[config.mk]
export PLATFORM = sky130hd
export DESIGN_NAME = uart_rx_oversample_flat
export DESIGN_NICKNAME = d
export VERILOG_FILES = /design/src/rtl/uart_pkg.sv /design/src/rtl/uart_rx_oversample_if.sv /design/src/rtl/uart_baud_tick.sv /design/src/rtl/uart_rx_oversample.sv /design/src/flat_wrapper.sv
export SDC_FILE = /design/constraint.sdc
export NUM_CORES = 1
export LEC_CHECK = 0
export CORE_MARGIN = 5
export CORE_UTILIZATION = 52
export DETAILED_ROUTE_END_ITERATION = 6
export PLACE_DENSITY = 0.75
export SYNTH_ARGS = -nofsm -noshare
export SYNTH_HDL_FRONTEND = slang
export SYNTH_HIERARCHICAL = 1
export SYNTH_SLANG_ARGS = --single-unit
[constraint.sdc]
create_clock -name clk -period 1.6 [get_ports clk]
set_input_delay 0.32 -clock clk [delete_from_list [all_inputs] [get_ports clk]]
set_output_delay 0.32 -clock clk [all_outputs]
set_load 0.1 [all_outputs]
[src/rtl/uart_pkg.sv]
// uart_pkg: shared types, constants and helpers for the oversampling UART receiver.
//   uart_rx_state_t : receiver FSM state encoding (PARITY present only when
//                     UART_RX_PARITY_EN is defined)
//   SAMPLE_A/B/C    : tick indices at which a bit is sampled for the majority vote
//   LAST_TICK       : final tick index of a bit period
//   calc_div        : clocks per oversample tick
//   maj3/even_parity: bit-level helpers
package uart_pkg;

    typedef enum logic [2:0] {
        IDLE      = 3'd0,
        START     = 3'd1,
        DATA      = 3'd2,
`ifdef UART_RX_PARITY_EN
        PARITY    = 3'd3,
`endif
        STOP      = 3'd4,
        WAIT_HIGH = 3'd5
    } uart_rx_state_t;

    localparam logic [3:0] SAMPLE_A  = 4'd7;
    localparam logic [3:0] SAMPLE_B  = 4'd8;
    localparam logic [3:0] SAMPLE_C  = 4'd9;
    localparam logic [3:0] LAST_TICK = 4'd15;

    // Truncating division: clocks per oversample tick.
    function automatic int calc_div(input int clk_freq, input int baud, input int oversample);
        return clk_freq / (baud * oversample);
    endfunction

    // 2-of-3 majority vote.
    function automatic logic maj3(input logic a, input logic b, input logic c);
        return (a & b) | (a & c) | (b & c);
    endfunction

    // Even-parity bit over a byte (value that makes the total count of ones even).
    function automatic logic even_parity(input logic [7:0] d);
        return ^d;
    endfunction

endpackage

[src/rtl/uart_rx_oversample_if.sv]
// uart_rx_oversample_if: serial input and byte/status outputs of the UART receiver.
//   rx          : serial line (idles high)
//   data_out    : last received byte
//   data_valid  : one-cycle strobe, good byte
//   framing_err : one-cycle strobe, stop bit sampled low
//   parity_err  : one-cycle strobe, parity mismatch
//   busy        : receiver not idle
// master = receiver, slave = line driver / byte consumer.
interface uart_rx_oversample_if;
    logic       rx;
    logic [7:0] data_out;
    logic       data_valid;
    logic       framing_err;
    logic       parity_err;
    logic       busy;

    modport master (
        input  rx,
        output data_out, data_valid, framing_err, parity_err, busy
    );

    modport slave (
        output rx,
        input  data_out, data_valid, framing_err, parity_err, busy
    );
endinterface

[src/rtl/uart_baud_tick.sv]
// uart_baud_tick: free-running divider producing a one-cycle tick every DIV clocks.
//   clk   : system clock
//   reset : asynchronous active-low reset
//   clr   : synchronous clear; holds the count at 0 so the next tick lands
//           exactly DIV clocks after clr drops
//   tick  : registered one-cycle pulse
// Shared with the transmit side.
module uart_baud_tick #(
    parameter int DIV = 325
) (
    input  logic clk,
    input  logic reset,
    input  logic clr,
    output logic tick
);
    localparam int CW = (DIV > 1) ? $clog2(DIV) : 1;
    localparam logic [CW-1:0] CNT_MAX = CW'(DIV - 1);

    logic [CW-1:0] cnt_q, cnt_d;
    logic          tick_q, tick_d;

    // Next count and tick; tick is registered alongside the count it decodes.
    always_comb begin
        if (clr) begin
            cnt_d = '0;
        end else if (cnt_q == CNT_MAX) begin
            cnt_d = '0;
        end else begin
            cnt_d = cnt_q + CW'(1);
        end
        tick_d = !clr && (cnt_d == CNT_MAX);
    end

    // Divider state register.
    always_ff @(posedge clk or negedge reset) begin
        if (!reset) begin
            cnt_q  <= '0;
            tick_q <= 1'b0;
        end else begin
            cnt_q  <= cnt_d;
            tick_q <= tick_d;
        end
    end

    assign tick = tick_q;
endmodule

[src/rtl/uart_rx_oversample.sv]
// uart_rx_oversample: 16x-oversampling UART receiver (8N1, or 8E1 when the
// macro UART_RX_PARITY_EN is defined) feeding an RX FIFO write port.
//   clk   : system clock, rising edge
//   reset : asynchronous active-low reset
//   bus   : uart_rx_oversample_if.master (rx in; data_out, data_valid,
//           framing_err, parity_err, busy out)
// Each bit is sampled at ticks 7/8/9 and resolved by majority vote. A start
// bit that votes high is discarded as a glitch. The stop bit is decided at
// tick 9 and the FSM leaves immediately, so back-to-back frames are caught.
// After a low stop bit the receiver waits for the line to return high so a
// break is not mistaken for a new start bit.
module uart_rx_oversample
    import uart_pkg::*;
#(
    parameter int CLK_FREQ   = 50_000_000,
    parameter int BAUD       = 9600,
    parameter int OVERSAMPLE = 16
) (
    input  logic                 clk,
    input  logic                 reset,
    uart_rx_oversample_if.master bus
);
    localparam int DIV = calc_div(CLK_FREQ, BAUD, OVERSAMPLE);

    uart_rx_state_t state_q, state_d;
    logic [1:0]     rx_sync_q, rx_sync_d;
    logic [3:0]     tick_idx_q, tick_idx_d;
    logic [2:0]     bit_cnt_q, bit_cnt_d;
    logic [7:0]     shift_q, shift_d;
    logic [1:0]     samp_q, samp_d;
    logic [7:0]     data_out_q, data_out_d;
    logic           data_valid_q, data_valid_d;
    logic           framing_err_q, framing_err_d;
    logic           busy_q, busy_d;
`ifdef UART_RX_PARITY_EN
    logic           parity_err_q, parity_err_d;
    logic           par_bad_q, par_bad_d;
`endif

    logic rx_s, tick_s, tick_clr_s, maj_s, at_c_s, at_last_s;

    assign rx_s       = rx_sync_q[1];
    assign tick_clr_s = (state_q == IDLE);
    // Samples A and B were captured on earlier ticks; C is the live value.
    assign maj_s      = maj3(samp_q[0], samp_q[1], rx_s);
    assign at_c_s     = tick_s && (tick_idx_q == SAMPLE_C);
    assign at_last_s  = tick_s && (tick_idx_q == LAST_TICK);

    uart_baud_tick #(.DIV(DIV)) u_baud_tick (
        .clk   (clk),
        .reset (reset),
        .clr   (tick_clr_s),
        .tick  (tick_s)
    );

    // Next-state, datapath and output strobe logic.
    always_comb begin
        rx_sync_d     = {rx_sync_q[0], bus.rx};
        state_d       = state_q;
        tick_idx_d    = tick_s ? (tick_idx_q + 4'd1) : tick_idx_q;
        bit_cnt_d     = bit_cnt_q;
        shift_d       = shift_q;
        data_out_d    = data_out_q;
        data_valid_d  = 1'b0;
        framing_err_d = 1'b0;
`ifdef UART_RX_PARITY_EN
        parity_err_d  = 1'b0;
        par_bad_d     = par_bad_q;
`endif
        if (tick_s && (tick_idx_q == SAMPLE_A)) begin
            samp_d = {samp_q[1], rx_s};
        end else if (tick_s && (tick_idx_q == SAMPLE_B)) begin
            samp_d = {rx_s, samp_q[0]};
        end else begin
            samp_d = samp_q;
        end

        case (state_q)
            IDLE: begin
                tick_idx_d = 4'd0;
                bit_cnt_d  = 3'd0;
                if (!rx_s) begin
                    state_d = START;
                end else begin
                    state_d = IDLE;
                end
            end
            START: begin
                if (at_c_s && maj_s) begin
                    state_d = IDLE;           // glitch, not a start bit
                end else if (at_last_s) begin
                    state_d = DATA;
                end else begin
                    state_d = START;
                end
            end
            DATA: begin
                if (at_c_s) begin
                    shift_d = {maj_s, shift_q[7:1]};   // LSB arrives first
                end else begin
                    shift_d = shift_q;
                end
                if (at_last_s) begin
                    if (bit_cnt_q == 3'd7) begin
                        bit_cnt_d = 3'd0;
`ifdef UART_RX_PARITY_EN
                        state_d   = PARITY;
`else
                        state_d   = STOP;
`endif
                    end else begin
                        bit_cnt_d = bit_cnt_q + 3'd1;
                    end
                end else begin
                    bit_cnt_d = bit_cnt_q;
                end
            end
`ifdef UART_RX_PARITY_EN
            PARITY: begin
                if (at_c_s) begin
                    par_bad_d = (maj_s != even_parity(shift_q));
                end else begin
                    par_bad_d = par_bad_q;
                end
                if (at_last_s) begin
                    state_d = STOP;
                end else begin
                    state_d = PARITY;
                end
            end
`endif
            STOP: begin
                if (at_c_s) begin
                    data_out_d = shift_q;
                    if (!maj_s) begin
                        framing_err_d = 1'b1;  // framing wins over parity
                        state_d       = WAIT_HIGH;
`ifdef UART_RX_PARITY_EN
                    end else if (par_bad_q) begin
                        parity_err_d  = 1'b1;
                        state_d       = IDLE;
`endif
                    end else begin
                        data_valid_d  = 1'b1;
                        state_d       = IDLE;
                    end
                end else begin
                    state_d = STOP;
                end
            end
            WAIT_HIGH: begin
                if (rx_s) begin
                    state_d = IDLE;
                end else begin
                    state_d = WAIT_HIGH;
                end
            end
            default: begin
                state_d = IDLE;
            end
        endcase

        busy_d = (state_d != IDLE);
    end

    // State and output registers; reset aborts any frame in progress.
    always_ff @(posedge clk or negedge reset) begin
        if (!reset) begin
            state_q       <= IDLE;
            rx_sync_q     <= 2'b11;
            tick_idx_q    <= 4'd0;
            bit_cnt_q     <= 3'd0;
            shift_q       <= 8'h00;
            samp_q        <= 2'b00;
            data_out_q    <= 8'h00;
            data_valid_q  <= 1'b0;
            framing_err_q <= 1'b0;
            busy_q        <= 1'b0;
`ifdef UART_RX_PARITY_EN
            parity_err_q  <= 1'b0;
            par_bad_q     <= 1'b0;
`endif
        end else begin
            state_q       <= state_d;
            rx_sync_q     <= rx_sync_d;
            tick_idx_q    <= tick_idx_d;
            bit_cnt_q     <= bit_cnt_d;
            shift_q       <= shift_d;
            samp_q        <= samp_d;
            data_out_q    <= data_out_d;
            data_valid_q  <= data_valid_d;
            framing_err_q <= framing_err_d;
            busy_q        <= busy_d;
`ifdef UART_RX_PARITY_EN
            parity_err_q  <= parity_err_d;
            par_bad_q     <= par_bad_d;
`endif
        end
    end

    assign bus.data_out    = data_out_q;
    assign bus.data_valid  = data_valid_q;
    assign bus.framing_err = framing_err_q;
    assign bus.busy        = busy_q;
`ifdef UART_RX_PARITY_EN
    assign bus.parity_err  = parity_err_q;
`else
    assign bus.parity_err  = 1'b0;
`endif
endmodule

[src/flat_wrapper.sv]
// flat-port wrapper written by rule: the top's interface ports become plain ports
module uart_rx_oversample_flat import uart_pkg::*;
#(
    parameter int CLK_FREQ   = 50_000_000,
    parameter int BAUD       = 9600,
    parameter int OVERSAMPLE = 16
)
  (clk, reset, bus_rx, bus_data_out, bus_data_valid, bus_framing_err, bus_parity_err, bus_busy);
  uart_rx_oversample_if bus_i ();
  input  logic clk;
  input  logic reset;
  input wire logic [$bits(bus_i.rx)-1:0] bus_rx;
  output wire logic [$bits(bus_i.data_out)-1:0] bus_data_out;
  output wire logic [$bits(bus_i.data_valid)-1:0] bus_data_valid;
  output wire logic [$bits(bus_i.framing_err)-1:0] bus_framing_err;
  output wire logic [$bits(bus_i.parity_err)-1:0] bus_parity_err;
  output wire logic [$bits(bus_i.busy)-1:0] bus_busy;
  assign bus_i.rx = bus_rx;
  assign bus_data_out = bus_i.data_out;
  assign bus_data_valid = bus_i.data_valid;
  assign bus_framing_err = bus_i.framing_err;
  assign bus_parity_err = bus_i.parity_err;
  assign bus_busy = bus_i.busy;
  uart_rx_oversample #(.CLK_FREQ(CLK_FREQ), .BAUD(BAUD), .OVERSAMPLE(OVERSAMPLE)) u_core (.clk(clk), .reset(reset), .bus(bus_i));
endmodule
# Word level (Yosys, flattened, before mapping)
# Index checks and enable logic that the tools add are counted.
op_classes:
  n_addsub: 3
  n_eq_ne: 12
  mux: 23
  bitwise: 6
  reduce_logical: 15
op_table:
  columns: ["operator", "count"]
  rows:
  - ["$mux W3", 8]
  - ["$eq A9 B9 Y1 const B", 2]
  - ["$mux W9", 2]
  - ["$pmux W3 S5", 1]
  - ["$eq A4 B4 Y1 const B", 3]
  - ["$add A9 B1 Y9 const B", 1]
  - ["$eq A3 B3 Y1 const B", 3]
  - ["$mux W1", 8]
  - ["$mux W4", 2]
  - ["$reduce_and A2 Y1", 4]
  - ["$logic_and A1 B1 Y1", 6]
  - ["$pmux W3 S2", 1]
  - ["$add A4 B1 Y4 const B", 1]
  - ["$eq A4 B3 Y1 const B", 1]
  - ["$reduce_bool A2 Y1", 2]
  - ["$add A3 B1 Y3 const B", 1]
  - ["$and A1 B1 Y1", 3]
  - ["$eq A3 B1 Y1 const B", 1]
  - ["$eq A3 B2 Y1 const B", 1]
  - ["$logic_not A3 Y1", 1]
  - ["$reduce_bool A3 Y1", 1]
  - ["$mux W2", 1]
  - ["$ne A2 B1 Y1 const B", 1]
  - ["$or A1 B1 Y1", 2]
  - ["other kinds (2)", 2]
totals:
  reg_bits: 43
  wordCells: 72

# Longest topological paths before layout
logic_depth:
  depth_word: 7
  depth_mapped: 7

# By module
# Netlist, hierarchy kept.
modules_own_cells:
  columns: ["mod", "n_inst", "cells_per_inst", "area_each_um2", "seq_area_each_um2"]
  rows:
  - ["uart_rx_oversample", 1, 115, 1495.2, 828.3]
  - ["uart_baud_tick", 1, 57, 548.0, 250.2]

# Worst setup path before layout
# Ideal clock, no wire load.
synth_timing:
  kind: "register to register"
  start: "register u_core.u_baud_tick.cnt_q[0]"
  end: "register u_core.u_baud_tick.tick_q (netlist: u_core/u_baud_tick/tick)"
  arrival_ns: 1.514
  setup_slack_ns: -0.010
  stages_incl_launch_ff: 8
  cell_sequence: "dfrtp_1 -> inv_1 -> ha_1 -> nor2b_1 -> a41o_1 -> buf_4 -> a21o_1 -> nor4_2"
synth_between:
  elab_chain_len: 5
synth_lines:
  columns: ["element", "line_no", "rtl"]
  rows:
  - ["start, declared", "uart_baud_tick.sv:19", "logic [CW-1:0] cnt_q, cnt_d;"]
  - ["start signal, assigned", "uart_baud_tick.sv:40", "cnt_q <= cnt_d;"]
  - ["$add A9 B1 Y9 or $eq A9 B9 Y1 (tied branches)", "uart_baud_tick.sv:29, uart_baud_tick.sv:26", null]
  - ["$mux W9 (*)", "uart_baud_tick.sv:26", "end else if (cnt_q == CNT_MAX) begin"]
  - ["$mux W9 (*)", "uart_baud_tick.sv:24", "if (clr) begin"]
  - ["$eq A9 B9 Y1 (*)", "uart_baud_tick.sv:31", "tick_d = !clr && (cnt_d == CNT_MAX);"]
  - ["$logic_and A1 B1 Y1 (*)", "uart_baud_tick.sv:31", null]
  - ["via u_core.u_baud_tick.tick_d", "uart_baud_tick.sv:20", "logic tick_q, tick_d;"]
  - ["end signal, assigned", "uart_baud_tick.sv:41", "tick_q <= tick_d;"]
  - ["end, declared", "uart_baud_tick.sv:20", null]
# The timed path passes the listed nets; every way through them passes the cells marked *.
# A chain may end at the register's enable or synchronous reset.

# Worst setup path after layout
# Same ends and word-level chain as after synthesis.

==> impl_metrics.csv <==
group,metric,value,unit
floorplanning,die_h,72.7,um
yosys,ys.warnings.count,6,
power,leakagePower,1.24,nW
drt,drc,0,
setup_path,cp.arrival,1.78,ns
yosys,synth_cell_types,43,
cells_and_area,syn2layout_area_growth,26.8,%
yosys,ys.flop_type,"dfrtp_1",
cells_and_area,fin_area,2590,um^2
global_routing,antenna_found_initial,0,
setup_path,crit_type,"register to register",
worst_hold_path,hp-class,"register to register",
yosys,ys_seq_elements,43,
timing,fin_ws,0.0226,ns
yosys,ys_seq_area_share,52.8,%
cells_and_area,drive_gt1_share,35.4,%
place,hpwl,3010,um
floorplanning,core_area,3740,um^2
drt,drtIter0Drc,131,
drt,wl_per_cell,16.3,um
setup_path,cp-start-kind,"register",
yosys,synth_top_area_share,50.2,%
drt,vias,1407,
cells_and_area,fin_util,69.2,%
timing,rsz0062_at_grt,"yes",
cts,cts.sinks,43,
place,pre_cts_ws,-0.0197,ns
yosys,ys_async_sr_fraction,100,%
cts,clk_pin_slew,0.08,ns
yosys,yosys.area.top_type,"dfrtp_1",
global_routing,grt_pass1_wl,6830,um
global_routing,grt_max_degree,25,
run,maxCapViolations,0,
drt,wl,4140,um
floorplanning,io_pins,15,
yosys,netlist_area,2040,um^2
timing,skew,0.00671,ns
cts,cts_tree,"done",
power,ir_drop,0.635,mV
timing,fin_crit_sh,98.6,%
drt,drtPass1Iterations,4,
drt,ant_nets,0,
cells_and_area,n_antenna_cell,0,
drt,viasPerCell,5.54,
place,dp.cells,239,
timing,drv_slew,0,
global_routing,grt_overflow_total,0,
setup_path,crit_path_end_kind,"register",
cells_and_area,layout.nets,215,
setup_path,crit_required,1.80,ns
cts,numCtsBuffers,5,
place,placedInstanceArea,2390,um^2
yosys,synth.avg_cell_area,11.9,um^2
global_routing,grtUsageTotal,16.8,%
place,place_congestion,0.953,
cts,clockBufferDepth,2,
cts,cts_root_buf,"clkbuf_8",
floorplanning,placementRows,22,
yosys,synthCells,172,
cells_and_area,fin_cells,254,
yosys,synth_area_leaders,"dfrtp_1 (50%), mux2_2 (10%), ha_1 (4.3%)",
floorplanning,die_x,72.7,um
yosys,syn_nets,182,
timing,max_freq,634,MHz
yosys,synth_edf_count,0,
timing,final.min_clock_period,1.58,ns
place,port-buffer-count,13,
global_routing,grt_pass1_vias,1416,
run_status,outcome,"completed",
power,fin_total_pwr,1.97,mW
setup_path,cp_max_fo,4,
timing,hold_violations,0,
timing,setup_viol,0,
floorplanning,initial_utilization,54.6,%
floorplanning,dieArea,5280,um^2
cts,clk_latency,0.30,ns
cts,h-tree-depth,2,
power,power.density,759,nW/um^2
## stage by stage
step                      setup TNS, ns  hold WS, ns
after floorplan                       0       0.0244
after global placement                0        0.297
after detailed placement         -0.141        0.304
after CTS                      -0.00114        0.361
after global routing            -0.0885        0.364
final                                 0        0.361
## cell families after synthesis
group / count (synthesis) / synth area share, %
AO/OA/AOI/OAI: 20 / 6.92
XOR/XNOR: 7 / 3.00
adder cells (fa/ha/maj): 8 / 4.78
buffers and inverters: 18 / 4.96
flip-flops: 43 / 52.8
multiplexers: 20 / 11.0
other: 1 / 0.184
AND/OR/NAND/NOR: 55 / 16.4
## registers in the layout, indices dropped and copies added (netlist names)
| register | count |
|---|---|
| u_core/u_baud_tick/cnt_q | 9 |
| u_core/tick_idx_q | 4 |
| u_core/bus.framing_err | 1 |
| u_core/state_q | 3 |
| u_core/bit_cnt_q | 3 |
| u_core/u_baud_tick/tick | 1 |
| u_core/bus.busy | 1 |
| u_core/samp_q | 2 |
| u_core/bus.data_valid | 1 |
| u_core/rx_sync_q | 2 |
| u_core/bus.data_out | 8 |
| u_core/shift_q | 8 |
## cell type report
type	count	area, um^2
fillers	265	1150
flip-flops and latches	43	1080
multi-input cells	111	893
repair buffers	34	408
clock buffers	5	68.8
well taps	48	60.1
clock inverters	3	43.8
inverters	10	37.5
## cell usage after synthesis, types with 2 or more instances
library cell / n
buf_2: 3
nand3_1: 7
xnor2_1: 2
or3_1: 4
ha_1: 7
a22o_1: 5
buf_4: 2
a21o_1: 2
mux2_2: 19
xor2_1: 5
dfstp_2: 2
inv_1: 10
dfrtp_1: 41
buf_6: 3
nand4b_1: 3
nand4_1: 4
a21oi_1: 3
nor2_1: 13
o21ai_0: 5
nand2_1: 9
## worst max-delay path, stage by stage (launching register included)
cell and delay (ns):
dfrtp_1 0.43, inv_2 0.06, ha_1 0.19, nor2b_1 0.14
a41o_1 0.23, a21o_1 0.19, nor4_2 0.25
## power by group
part / total (mW) / internal, mW / switching (mW)
clock: 0.834 / 0.464 / 0.370
combinational: 0.0411 / 0.00948 / 0.0316
sequential: 1.09 / 1.09 / 0.00234
total: 1.97 / 1.56 / 0.404
## cells in the final DEF, fill, tap and decap left out, types with 2 or more instances in the layout
cell type / netlist / layout
inv_1: 10 / 8
xnor2_1: 2 / 2
dfrtp_1: 41 / 40
nand4b_1: 3 / 3
o21ai_1: 0 / 3
inv_2: 0 / 2
nand2_1: 9 / 9
a22o_1: 5 / 5
ha_4: 0 / 2
a21oi_1: 3 / 3
buf_12: 0 / 12
dfstp_2: 2 / 2
nor2_1: 13 / 13
a21o_1: 2 / 2
nand3_1: 7 / 7
nand4_1: 4 / 4
clkbuf_8: 0 / 5
buf_4: 2 / 19
mux2_2: 19 / 18
o21ai_0: 5 / 2
or3_1: 4 / 4
ha_1: 7 / 5
xor2_1: 5 / 5
## path summary, 6_finish.rpt
kind / cells past startpoint / from / slack [ns] / end
max: 6 / u_core/u_baud_tick/cnt_q[0] / 0.02 / u_core/u_baud_tick/tick
min in group asynchronous: 2 / reset / 0.51 / u_core/bit_cnt_q[1]
min reg2reg: 0 / u_core/rx_sync_q[0] / 0.36 / u_core/rx_sync_q[1]
max reg2reg: 6 / u_core/u_baud_tick/cnt_q[0] / 0.02 / u_core/u_baud_tick/tick
max in group asynchronous: 3 / reset / 0.54 / u_core/rx_sync_q[1]
min: 0 / u_core/rx_sync_q[0] / 0.36 / u_core/rx_sync_q[1]
## metal layers
metal  GRT usage (%)  routed length (um)
met2            28.7                2120
met4            5.12                  78
met3            4.96                 187
met1            20.6                1750
met5               0                   0
## repair_timing
action | 4_1_cts | 5_1_grt
hold endpoints to repair | 19 | 0
resized for setup | 2 | 10
setup buffers | 1 | 5
pin swaps | 0 | 5
hold buffers | 1 | 0
setup endpoints to repair | 18 | 20
Power figures use the tool's default switching activity.
==> RTL change 1, RTL diff (same settings) <==
`BAUD` is set to 9600 in 2 places; all go to 19200.
--- a/src/rtl/uart_rx_oversample.sv
+++ b/src/rtl/uart_rx_oversample.sv
@@ -15,3 +15,3 @@
     parameter int CLK_FREQ   = 50_000_000,
-    parameter int BAUD       = 9600,
+    parameter int BAUD       = 19200,
     parameter int OVERSAMPLE = 16
--- a/src/flat_wrapper.sv
+++ b/src/flat_wrapper.sv
@@ -4,3 +4,3 @@
     parameter int CLK_FREQ   = 50_000_000,
-    parameter int BAUD       = 9600,
+    parameter int BAUD       = 19200,
     parameter int OVERSAMPLE = 16
Function: no difference found for any inputs over 10 cycles, from zero or initial values and one cycle with reset low; that may be too few to reach the edited logic, so the function may still have changed.
==> RTL change 1 against the unedited design <==
Design area shrank 3.6%; sequential cell count down 1; total power is 0.93% lower; routed wire length fell by 3.9%; clock skew down 0.0013 ns; core utilization decreased by 1.5 points; highest routed layer unchanged; clock power up 0.7%; critical path depth down 1; synthesized area is 2.1% lower; setup slack lost 0.017 ns; non-clock buffer count is 11 lower.
==> RTL change 1: results (changes against the unedited design) <==
- Synth Area in Compound Gates: 6.38% (was 6.92%)
- Crit path from: u_core/u_baud_tick/cnt_q[1] (was u_core/u_baud_tick/cnt_q[0])
- Max VDD drop: 728 µV (was 635 µV)
- Seq/total area: 42.2% (was 41.7%)
- Logic inverters: 6 (was 10)
- Status: completed (unchanged)
- Avg WL per Cell: 16.6 µm (was 16.3 µm)
- DP Worst Slack: -0.0283 ns (was -0.0197 ns)
- Die area: 0.00519 mm² (was 0.00528 mm²)
- #FFs+latches synth: 42 (was 43)
- HPWL Detailed: 2760 µm (was 3010 µm)
- Num CTS Buffers: 5 (unchanged)
- Layout net count: 201 (was 215)
- Layout cells sized above 1: 32.8% (was 35.4%)
- Clock root buffer: clkbuf_8 (unchanged)
- Gr usage total: 16.4% (was 16.8%)
- Top cells by area, synth: dfrtp_1 50%, mux2_2 11%, ha_1 4.4%, nor2_1 3.4%, dfstp_2 2.6% (was dfrtp_1 50%, mux2_2 10%, ha_1 4.3%, dfstp_2 2.6%, nor2_1 2.4%)
- Worst EP arrival: 1.77 ns
- Sequential-to-total area share from yosys stat: 52.7% (was 52.8%)
- Multi-In Gates: 113 (was 111)
- Syn Inst Count: 167 (was 172)
- Post-synth top cells: 40 x dfrtp_1, 19 x mux2_2, 18 x nor2_1 (was 41 x dfrtp_1, 19 x mux2_2, 13 x nor2_1)
- Data buffer area share: 13.0% (was 15.7%)
- Adder-cell share of the synthesized area: 4.88% (was 4.78%)
- Multi-input gate area: 920 µm² (was 893 µm²)
- Leakage Power: 1.20 nW (was 1.24 nW)
- Post-Synth XOR/XNOR Area: 3.94% (was 3.00%)
- First-pass GRT wire length: 6700 µm (was 6830 µm)
- Placed Cells: 229 (was 239)
- Post-route insts no fill: 240 (was 254)
- Setup Skew: 0.00537 ns (was 0.00671 ns)
- Number of vias in the routed layout: 1353 (was 1407)
- First-pass iteration count of the detailed router: 5 (was 4)
- Mux cell area share after synthesis: 11.2% (was 11.0%)
- Antenna cells: 0 (unchanged)
- Initial antenna violation count: 0 (unchanged)
- Clk tree area frac: 4.66% (was 4.35%)
- Non-clk bufs: 23 (was 34)
- Post-Syn Nets: 177 (was 182)
- Pin count of the biggest net entering global routing: 27 (was 25)
- Critical Path Fanout Max: 3 (was 4)
- Fill count: 268 (was 265)
- Placer Congestion: 0.902 (was 0.953)
- DR iter-0 viols: 66 (was 131)
- Placed Area: 0.00231 mm² (was 0.00239 mm²)
- Distinct cells, synth: 45 (was 43)
- Clock buf count: 7 (was 5)
RTL change 1: critical path, cell delays in order (launching register included):
cell and delay, ns:
dfrtp_1 0.36, ha_1 0.19, nand3_1 0.16, nor4_2 0.38, a211oi_2 0.11, a2111oi_4 0.28
RTL change 1: stage by stage:
stage | utilization, % | TNS (ns) | power, mW
finish | 67.7 | 0 | 1.95
floorplan | - | 0 | 1.10
detailed placement | 62.6 | -0.142 | 1.13
global route | 67.7 | -0.363 | 2.03
global placement | 62.6 | 0 | 1.13
CTS | 66.4 | 0 | 1.97
RTL change 1: path summary, 6_finish.rpt:
| path | endpoint | slack (ns) | cells past startpoint |
|---|---|---|---|
| hold reg to reg | u_core/rx_sync_q[1] | 0.36 | 0 |
| max in group asynchronous | u_core/rx_sync_q[1] | 0.56 | 3 |
| hold / removal | u_core/rx_sync_q[1] | 0.36 | 0 |
| min in group asynchronous | u_core/bit_cnt_q[1] | 0.49 | 2 |
| setup reg to reg | u_core/u_baud_tick/tick | 0.006 | 5 |
| setup / recovery | u_core/u_baud_tick/tick | 0.006 | 5 |
RTL change 1: report_power, final:
group	internal, mW	leakage, nW	switching [mW]
Sequential	1.07	0.560	0.00253
Clock	0.508	0.0585	0.332
Combinational	0.00956	0.579	0.0317
Total	1.58	1.20	0.366
RTL change 1: metal layers:
metal / share of wire (%) / GRT usage [%] / vias up
met5: 0 / 0 / -
met4: 1.5 / 5.85 / 0
met3: 3.8 / 3.05 / 6
met2: 54 / 30.1 / 43
met1: 40 / 19.1 / 667
li1: - / - / 637
RTL change 1: logic make-up after synthesis:
kind of cell,after synthesis
simple gates,59
flops,42
mux,20
compound gates,16
buf+inv,12
xor+xnor,9
fa+ha+maj,8
other cells,1
==> RTL change 2, RTL diff (same flow settings) <==
Made on the original files. The 5 states of `uart_rx_state_t` get a Gray code encoding in 3 bits.
--- a/src/rtl/uart_pkg.sv
+++ b/src/rtl/uart_pkg.sv
@@ -10,5 +10,5 @@
     typedef enum logic [2:0] {
-        IDLE      = 3'd0,
-        START     = 3'd1,
-        DATA      = 3'd2,
+        IDLE      = 3'b000,
+        START     = 3'b001,
+        DATA      = 3'b011,
 `ifdef UART_RX_PARITY_EN
@@ -16,4 +16,4 @@
 `endif
-        STOP      = 3'd4,
-        WAIT_HIGH = 3'd5
+        STOP      = 3'b010,
+        WAIT_HIGH = 3'b110
     } uart_rx_state_t;
Formal check against the unedited RTL: same outputs for any inputs over 10 cycles, from zero or initial values and one cycle with reset low; not proved beyond that.
==> RTL change 2 against the unedited design <==
The flow now finishes with violations (setup timing); core utilization grew 6.8 points; via count grew 13%; synthesized area grew 0.98%; sequential share of layout area shrank 3.6 points; design area grew 9.9%; clock skew is essentially flat; routed wire length grew 20%; total power shrank 4.8%; count of clock-buffer cells in the layout grew 3; sequential cell count is the same; setup slack lost 0.043 ns; critical path type unchanged; critical endpoint is now u_core/bus.busy; largest power group unchanged.
==> RTL change 2: results (changes against the unedited design) <==
- Status: finished with violations (was completed)
- Failing checks: setup timing
- Sequential-to-total area share from yosys stat: 52.3% (was 52.8%)
- Register Area: 0.00108 mm² (about the same)
- Setup Skew: 0.00648 ns (was 0.00671 ns)
- Pin count of the biggest net entering global routing: 44 (was 25)
- Post-Syn Nets: 186 (was 182)
- Worst r2r path cells: 5 (was 6)
- Worst EP arrival: 1.86 ns (was 1.78 ns)
- Critical Path Fanout Max: 3 (was 4)
- Top cells by area, synth: dfrtp_1 50%, mux2_4 5.8%, mux2_2 4.4%, ha_1 4.2%, dfstp_2 2.5% (was dfrtp_1 50%, mux2_2 10%, ha_1 4.3%, dfstp_2 2.6%, nor2_1 2.4%)
- Multi-In Gates: 115 (was 111)
- Delay-heaviest family, CP: simple AND/OR/NAND/NOR gates (was flip-flops)
- Avg WL per Cell: 18.3 µm (was 16.3 µm)
- DR iter-0 viols: 159 (was 131)
- CP max-delay cell: dfrtp_2 (was dfrtp_1)
- Seq/total area: 38.1% (was 41.7%)
- Final Setup Violations: 3 (was 0)
- Logic inverters: 11 (was 10)
- HPWL Detailed: 3230 µm (was 3010 µm)
- Data buffer area share: 17.8% (was 15.7%)
- Worst R2R Start: u_core/state_q[2] (was u_core/u_baud_tick/cnt_q[0])
- Clk tree area frac: 3.52% (was 4.35%)
- Multi-input gate area: 0.00105 mm² (was 893 µm²)
- Crit Reg-Reg Endpoint: u_core/bus.busy (was u_core/u_baud_tick/tick)
- Final worst setup slack: -0.0208 ns (was 0.0226 ns)
- DP Worst Slack: -0.159 ns (was -0.0197 ns)
- Clock Power Share: 39.7% (was 42.4%)
==> RTL change 2: cell types whose count changed in the layout (fill, tap and decap cells not counted), moves of 4 or more <==
cell / unedited run / this run
mux2_4: 1 / 16
dfrtp_1: 40 / 36
buf_4: 19 / 29
o21ai_0: 2 / 7
dfrtp_2: 1 / 5
mux2_2: 18 / 0
==> RTL change 2: how the worst max path moves through the flow <==
stage,to,start,cells past startpoint,slack (ns)
after global routing,u_core/u_baud_tick/tick,u_core/u_baud_tick/cnt_q[1],7,-0.09
after global placement,u_core/bus.data_out[3],u_core/tick_idx_q[1],6,-0.06
after detailed placement,u_core/bus.data_out[2],u_core/tick_idx_q[1],6,-0.16
after CTS,u_core/bus.data_out[2],u_core/tick_idx_q[1],6,-0.06
final,u_core/bus.busy,u_core/state_q[2],5,-0.02
after floorplan,u_core/bus.data_out[0],u_core/tick_idx_q[1],6,-0.06
==> RTL change 2: kinds of logic (layout without fill, tap and decap cells) <==
group	Yosys count	count (layout)	share of synthesized area (%)
xor+xnor	7	7	2.97
simple gates	54	55	15.8
compound gates	26	26	8.07
buf+inv	19	65	4.79
flops	43	43	52.3
other cells	1	1	0.182
fa+ha+maj	8	8	4.73
mux	18	18	11.2
==> RTL change 2: timing repair <==
action,CTS,global route
endpoints found under the setup margin,20,30
buffers inserted,7,3
gates resized for setup,10,36
pin swaps,6,8
cloned,0,1
hold buffers,0,0
==> RTL change 2: routing by layer <==
| metal | up-vias | share of wire [%] | wire, µm | global-route usage (%) |
|---|---|---|---|---|
| met2 | 65 | 52 | 2610 | 31.4 |
| met5 | - | 0 | 0 | 0 |
| met1 | 791 | 38 | 1900 | 23.0 |
| met4 | 0 | 4.0 | 197 | 8.40 |
| met3 | 21 | 5.3 | 265 | 4.82 |
| li1 | 706 | - | - | - |
